File: config.mk
export PLATFORM = sky130hd
export DESIGN_NAME = io_port_unit_flat
export DESIGN_NICKNAME = d
export VERILOG_FILES = /design/src/rtl/io_port_unit_pkg.sv /design/src/rtl/io_port_unit_if.sv /design/src/rtl/io_out_fifo.sv /design/src/rtl/io_port_unit.sv /design/src/flat_wrapper.sv
export SDC_FILE = /design/constraint.sdc
export NUM_CORES = 1
export LEC_CHECK = 0
export CORE_ASPECT_RATIO = 0.7
export CORE_MARGIN = 3
export CORE_UTILIZATION = 24
export DETAILED_ROUTE_END_ITERATION = 8
export GPL_TIMING_DRIVEN = 0
export SLEW_MARGIN = 10
export SYNTH_ARGS = -nofsm -noshare
export SYNTH_HDL_FRONTEND = slang
export SYNTH_SLANG_ARGS = --single-unit
File: constraint.sdc
create_clock -name CLK -period 2.4 [get_ports CLK]
set_input_delay 0.48 -clock CLK [delete_from_list [all_inputs] [get_ports CLK]]
set_output_delay 0.48 -clock CLK [all_outputs]
set_load 0.01 [all_outputs]
File: src/rtl/io_port_unit_pkg.sv
// Shared definitions for the CPU I/O port unit.
// Word width, FIFO depth, holding-register states and MemtoReg select codes.
package io_port_unit_pkg;

    localparam int IO_DATA_W    = 16;
    localparam int IO_OUT_DEPTH = 4;

    // Input holding register state.
    typedef enum logic {
        H_EMPTY = 1'b0,
        H_FULL  = 1'b1
    } hold_state_t;

    // MemtoReg select codes used by the datapath write-back mux.
    typedef enum logic [1:0] {
        MTR_MEM = 2'b00,
        MTR_ALU = 2'b01,
        MTR_IO  = 2'b10
    } memtoreg_t;

endpackage

File: src/rtl/io_port_unit_if.sv
// External device side of the I/O port unit: one valid/ready output
// stream (unit -> sink) and one valid/ready input stream (source -> unit).
//   out_valid/out_data/out_ready : output stream
//   in_valid/in_data/in_ready    : input stream
// master : the I/O port unit
// slave  : the external devices
interface io_port_unit_if #(
    parameter int DATA_W = io_port_unit_pkg::IO_DATA_W
);

    logic              out_valid;
    logic [DATA_W-1:0] out_data;
    logic              out_ready;

    logic              in_valid;
    logic [DATA_W-1:0] in_data;
    logic              in_ready;

    modport master (
        output out_valid,
        output out_data,
        input  out_ready,
        input  in_valid,
        input  in_data,
        output in_ready
    );

    modport slave (
        input  out_valid,
        input  out_data,
        output out_ready,
        output in_valid,
        output in_data,
        input  in_ready
    );

endinterface

File: src/rtl/io_out_fifo.sv
// Output FIFO for the I/O port unit; a write while full is dropped unless
// a pop frees a slot in the same cycle.
// Ports:
//   clk, rst_n        : clock, async active-low reset
//   wr_en, wr_data    : write request and word
//   rd_ready          : sink accepts head this cycle
//   rd_valid, rd_data : head valid and head word (0 when empty)
//   count             : occupancy 0..DEPTH
//   drop              : write rejected this cycle (full, no pop)
module io_out_fifo #(
    parameter int DATA_W = 16,
    parameter int DEPTH  = 4
) (
    input  logic                     clk,
    input  logic                     rst_n,
    input  logic                     wr_en,
    input  logic [DATA_W-1:0]        wr_data,
    input  logic                     rd_ready,
    output logic                     rd_valid,
    output logic [DATA_W-1:0]        rd_data,
    output logic [$clog2(DEPTH):0]   count,
    output logic                     drop
);

    localparam int PTR_W = $clog2(DEPTH);
    localparam int CNT_W = PTR_W + 1;

    logic [DATA_W-1:0] mem [DEPTH];
    logic [PTR_W-1:0]  wr_ptr;
    logic [PTR_W-1:0]  rd_ptr;

    logic full;
    logic empty;
    logic push;
    logic pop;

    assign full  = (count == CNT_W'(DEPTH));
    assign empty = (count == '0);

    assign pop  = rd_valid & rd_ready;
    // A pop in the same cycle frees the head slot, so a full FIFO
    // can still accept the new word.
    assign push = wr_en & (~full | pop);
    assign drop = wr_en & full & ~pop;

    assign rd_valid = ~empty;
    assign rd_data  = empty ? '0 : mem[rd_ptr];

    always_ff @(posedge clk or negedge rst_n) begin
        if (!rst_n) begin
            wr_ptr <= '0;
            rd_ptr <= '0;
            count  <= '0;
            for (int i = 0; i < DEPTH; i++) begin
                mem[i] <= '0;
            end
        end else begin
            if (push) begin
                mem[wr_ptr] <= wr_data;
                wr_ptr      <= wr_ptr + 1'b1;
            end
            if (pop) begin
                rd_ptr <= rd_ptr + 1'b1;
            end
            if (push && !pop) begin
                count <= count + 1'b1;
            end else if (pop && !push) begin
                count <= count - 1'b1;
            end
        end
    end

endmodule

File: src/rtl/io_port_unit.sv
// I/O stage of the 16-bit multicycle CPU: output FIFO fed by OutputWrite,
// 1-entry input holding register feeding MemtoReg input 2, sticky flags.
// Ports:
//   CLK, Reset          : clock, async active-low reset
//   OutputWrite,OutData : push request and word from the control path
//   InRead              : consume the held input word this cycle
//   InData              : held input word to the write-back mux
//   StatusClr           : clear both sticky flags
//   out_overflow        : sticky, OutputWrite dropped on a full FIFO
//   in_underflow        : sticky, InRead with holding register empty
//   out_count           : output FIFO occupancy
//   ext                 : external device valid/ready streams
module io_port_unit
    import io_port_unit_pkg::*;
#(
    parameter int DATA_W    = IO_DATA_W,
    parameter int OUT_DEPTH = IO_OUT_DEPTH
) (
    input  logic                       CLK,
    input  logic                       Reset,
    input  logic                       OutputWrite,
    input  logic [DATA_W-1:0]          OutData,
    input  logic                       InRead,
    output logic [DATA_W-1:0]          InData,
    input  logic                       StatusClr,
    output logic                       out_overflow,
    output logic                       in_underflow,
    output logic [$clog2(OUT_DEPTH):0] out_count,
    io_port_unit_if.master             ext
);

    logic fifo_drop;

    io_out_fifo #(
        .DATA_W (DATA_W),
        .DEPTH  (OUT_DEPTH)
    ) u_out_fifo (
        .clk      (CLK),
        .rst_n    (Reset),
        .wr_en    (OutputWrite),
        .wr_data  (OutData),
        .rd_ready (ext.out_ready),
        .rd_valid (ext.out_valid),
        .rd_data  (ext.out_data),
        .count    (out_count),
        .drop     (fifo_drop)
    );

    hold_state_t       state;
    hold_state_t       state_nxt;
    logic [DATA_W-1:0] hold_data;
    logic              capture;
    logic              underflow_evt;

    always_ff @(posedge CLK or negedge Reset) begin
        if (!Reset) begin
            state <= H_EMPTY;
        end else begin
            state <= state_nxt;
        end
    end

    // While full, a read frees the register but the word offered in that
    // same cycle is not taken: in_ready was low, so the source re-presents.
    always_comb begin
        state_nxt = state;
        capture   = 1'b0;
        unique case (state)
            H_EMPTY: begin
                if (ext.in_valid) begin
                    capture   = 1'b1;
                    state_nxt = H_FULL;
                end
            end
            H_FULL: begin
                if (InRead) begin
                    state_nxt = H_EMPTY;
                end
            end
            default: begin
                state_nxt = H_EMPTY;
            end
        endcase
    end

    always_ff @(posedge CLK or negedge Reset) begin
        if (!Reset) begin
            hold_data <= '0;
        end else if (capture) begin
            hold_data <= ext.in_data;
        end
    end

    assign ext.in_ready = (state == H_EMPTY);
    // Register output: the read sees the word held before this edge.
    assign InData       = hold_data;

    assign underflow_evt = InRead & (state == H_EMPTY);

    // A set event beats a simultaneous clear.
    always_ff @(posedge CLK or negedge Reset) begin
        if (!Reset) begin
            out_overflow <= 1'b0;
            in_underflow <= 1'b0;
        end else begin
            out_overflow <= fifo_drop | (out_overflow & ~StatusClr);
            in_underflow <= underflow_evt | (in_underflow & ~StatusClr);
        end
    end

endmodule

File: src/flat_wrapper.sv
// flat-port wrapper written by rule: the top's interface ports become plain ports
module io_port_unit_flat import io_port_unit_pkg::*;
#(
    parameter int DATA_W    = IO_DATA_W,
    parameter int OUT_DEPTH = IO_OUT_DEPTH
)
  (CLK, Reset, OutputWrite, OutData, InRead, InData, StatusClr, out_overflow, in_underflow, out_count, ext_out_valid, ext_out_data, ext_out_ready, ext_in_valid, ext_in_data, ext_in_ready);
  io_port_unit_if #(.DATA_W(DATA_W)) ext_i ();
  input  logic CLK;
  input  logic Reset;
  input  logic OutputWrite;
  input  logic [DATA_W-1:0] OutData;
  input  logic InRead;
  output logic [DATA_W-1:0] InData;
  input  logic StatusClr;
  output logic out_overflow;
  output logic in_underflow;
  output logic [$clog2(OUT_DEPTH):0] out_count;
  output wire logic [$bits(ext_i.out_valid)-1:0] ext_out_valid;
  output wire logic [$bits(ext_i.out_data)-1:0] ext_out_data;
  input wire logic [$bits(ext_i.out_ready)-1:0] ext_out_ready;
  input wire logic [$bits(ext_i.in_valid)-1:0] ext_in_valid;
  input wire logic [$bits(ext_i.in_data)-1:0] ext_in_data;
  output wire logic [$bits(ext_i.in_ready)-1:0] ext_in_ready;
  assign ext_out_valid = ext_i.out_valid;
  assign ext_out_data = ext_i.out_data;
  assign ext_i.out_ready = ext_out_ready;
  assign ext_i.in_valid = ext_in_valid;
  assign ext_i.in_data = ext_in_data;
  assign ext_in_ready = ext_i.in_ready;
  io_port_unit #(.DATA_W(DATA_W), .OUT_DEPTH(OUT_DEPTH)) u_core (.CLK(CLK), .Reset(Reset), .OutputWrite(OutputWrite), .OutData(OutData), .InRead(InRead), .InData(InData), .StatusClr(StatusClr), .out_overflow(out_overflow), .in_underflow(in_underflow), .out_count(out_count), .ext(ext_i));
endmodule
==> flow_metrics.py <==
metrics = {
    "clocking": {
        "cts_max_level": 3,
        "path_clk_slew_ps": 60,
        "cts_tree": "done",
        "cts_buffers": 9,
        "clk_latency_ps": 340,
        "root_buffer": "clkbuf_16",
        "numClockSinks": 90,
        "cts_buffer_depth": 2,
    },
    "sta": {
        "worst_slew_pin_slew_ps": 545.4,
        "hold_viol_final": 0,
        "period_share_pct": 98.41,
        "slew_headroom_pct": 63.64,
        "setup_slack_ps": 38.11,
        "skew_ps": 5.034,
        "setup_viol": 0,
        "rsz0062_at_grt": "true",
        "max_freq_ghz": 0.4234,
        "fin_crit_ps": 2362,
        "timing.final.max_slew_violations": 0,
    },
    "worst_setup_path": {
        "ff2ff_setup_slack_ps": 160,
        "cp-end-kind": "primary output",
        "arrival_ps": 1880,
        "slowest_stage": "mux4_2",
        "critical_path_required_ps": 1920,
        "start_kind": "flop",
        "crit_buf_inv": 4,
        "crit_path_max_fanout": 5,
        "crit_family": "multiplexers",
        "max_stage_delay_ps": 510,
        "crit_path_cell_trace": "buf_6 -> buf_12 -> buf_12 -> mux4_2 -> and2_4 -> buf_6",
        "critPathKind": "reg -> out",
    },
    "floorplan": {
        "die_h_um": 116.7,
        "ioPinCount": 78,
        "start_util_pct": 25.10,
        "rows": 39,
        "die_x_um": 164.1,
        "core_area_um2": 16740,
        "die_area_um2": 19150,
    },
    "run": {
        "maxCapViolCount": 0,
    },
    "synthesis": {
        "synth_cells": 255,
        "synth.distinct_cells": 24,
        "yosysWarnings": 0,
        "syn_avg_cell_area_um2": 16.47,
        "synth_area_um2": 4200,
        "synth_edf_count": 0,
        "syn_nets": 300,
        "yosysSeqAreaShare_pct": 53.62,
        "ys_async_sr_fraction_pct": 100.0,
        "synth_flop_cell": "dfrtp_1",
        "synth-seq-cells": 90,
    },
    "drt": {
        "drtIter0Drc": 67,
        "wl_per_cell_um": 16.02,
        "drt-pass1-iter-count": 4,
        "viasPerCell": 4.081,
        "vias": 2379,
        "route.detailed.drc": 0,
        "ant_nets": 0,
        "wirelength_mm": 9.339,
    },
    "placement": {
        "dp_slack_ps": -541.6,
        "hpwlAfterDp_mm": 6.549,
        "portBuffers": 77,
        "place_congestion": 0.6664,
    },
    "finish": {
        "fin_util_pct": 34.25,
        "drive_gt1_share_pct": 46.37,
        "syn2layout_area_growth_pct": 36.46,
        "antenna_cells": 0,
        "finalNetCount": 398,
    },
    "grt": {
        "grt.total_usage_pct": 10.43,
        "grt_max_degree": 51,
        "grt_overflow": 0,
        "grt_pass1_wl_mm": 15.08,
        "grt_pass1_vias": 2660,
        "antenna_found_initial": 0,
    },
    "run_status": {
        "status": "complete, no violations",
    },
    "power_and_ir_drop": {
        "report.power.total_w": 0.007850,
        "p_per_area_nw_per_um2": 1370,
        "p_leak_nw": 2.464,
        "power.ir.vdd_worst_mv": 0.5009,
    },
    "min_path": {
        "hold_path.class": "in -> async",
    },
}
flip-flops by register name, summed over array words and instances, names as in the netlist:
name                      flops
u_core.InData                16
u_core.in_underflow           1
u_core.out_overflow           1
u_core.state                  1
u_core.u_out_fifo.count       3
u_core.u_out_fifo.mem        64
u_core.u_out_fifo.rd_ptr      2
u_core.u_out_fifo.wr_ptr      2
worst reg2reg max path, delay by kind of cell (launching register included):
kind | cells | cell delay, ps
buffers and inverters | 2 | 120
and+or+nand+nor | 2 | 680
adders and majority gates | 2 | 610
muxes | 1 | 270
DFF | 1 | 440
cell families after synthesis:
group	after synthesis	synth area share (%)
muxes	98	34.14
DFF	90	53.62
buffers and inverters	25	4.558
AOI/OAI and AO/OA	3	0.4766
adders and majority gates	6	1.966
and+or+nand+nor	27	3.992
xor gates and xnor gates	6	1.251
report_power, final:
part / internal [W] / switching (W) / total, W
sequential: 0.00221 / 0.000398 / 0.00261
combinational: 0.00258 / 0.00134 / 0.00392
clock: 0.000729 / 0.000587 / 0.00132
what timing repair did:
| action | CTS | global route |
|---|---|---|
| pin swaps | 3 | 5 |
| gates cloned | 1 | 0 |
| gates resized for setup | 68 | 23 |
| hold buffers | 0 | 0 |
| hold endpoints to repair | 0 | 0 |
| setup endpoints to repair | 19 | 13 |
| buffers inserted | 7 | 4 |
per-layer routing:
| metal | vias to the layer above | GRT usage [%] | routed length, um |
|---|---|---|---|
| met3 | 11 | 3.651 | 530 |
| met5 | - | 0 | 0 |
| met2 | 59 | 15.98 | 4183 |
| met1 | 1211 | 14.34 | 4558 |
| li1 | 1098 | - | - |
| met4 | 0 | 2.197 | 66 |
per-stage QoR:
step	instances	instance area, um2	setup TNS [ps]	hold WS [ps]
5_1_grt	583	5732	-227.4	150.1
3_3_place_gp	557	5253	-226110	483.6
6_report	583	5732	0	127.9
4_1_cts	580	5690	-339.9	142.7
2_1_floorplan	255	4200	0	184.4
3_5_place_dp	558	5278	-10310	491.3
final cells by class:
type / count / area, um2
buffer: 13 / 177.7
clock buffer: 10 / 239.0
clock inverter: 6 / 42.54
fill: 1634 / 11010
inverter: 9 / 33.78
multi-input combinational: 140 / 1787
sequential: 90 / 2255
tap: 225 / 281.5
timing repair buffer: 90 / 915.9
cells in the final DEF (no fill, tap or decap), drive strengths merged, types with 2 or more instances in the layout:
master,count
mux4,16
xor2,2
clkinvlp,2
o22ai,2
dlygate4sd2,5
and3,4
inv,9
dfrtp,90
xnor2,4
ha,5
mux2,82
clkinv,4
clkdlybuf4s50,58
buf,34
and2,16
nand2,2
clkbuf,15
cell usage after synthesis, types with 2 or more instances:
cell type	count	area (um2)
mux2_2	42	473.0
xor2_1	2	17.52
mux4_2	16	360.4
xnor2_1	4	35.03
ha_1	5	62.56
buf_1	2	7.510
nand2_1	2	7.510
buf_2	2	10.01
and3_1	4	25.02
mux2_4	40	600.6
and2_1	16	100.1
inv_1	9	33.78
clkbuf_1	4	15.01
dfrtp_1	90	2252
buf_12	4	80.08
buf_6	4	45.04
o22ai_1	2	12.51
worst paths after layout:
kind	to	start	cells past startpoint
setup / recovery	ext_out_data[0]	u_core.u_out_fifo.rd_ptr[0]$_DFFE_PN0P_	6
hold / removal	u_core.u_out_fifo.mem[42]$_DFFE_PN0P_	Reset	1
setup reg to reg	u_core.u_out_fifo.count[1]$_DFFE_PN0P_	u_core.u_out_fifo.count[0]$_DFFE_PN0P_	7
hold reg to reg	u_core.u_out_fifo.mem[12]$_DFFE_PN0P_	u_core.u_out_fifo.mem[12]$_DFFE_PN0P_	1
max in group asynchronous	u_core.u_out_fifo.count[0]$_DFFE_PN0P_	Reset	2
min in group CLK	u_core.u_out_fifo.mem[12]$_DFFE_PN0P_	u_core.u_out_fifo.mem[12]$_DFFE_PN0P_	1
Note: power is estimated with default switching activity, not from simulation.
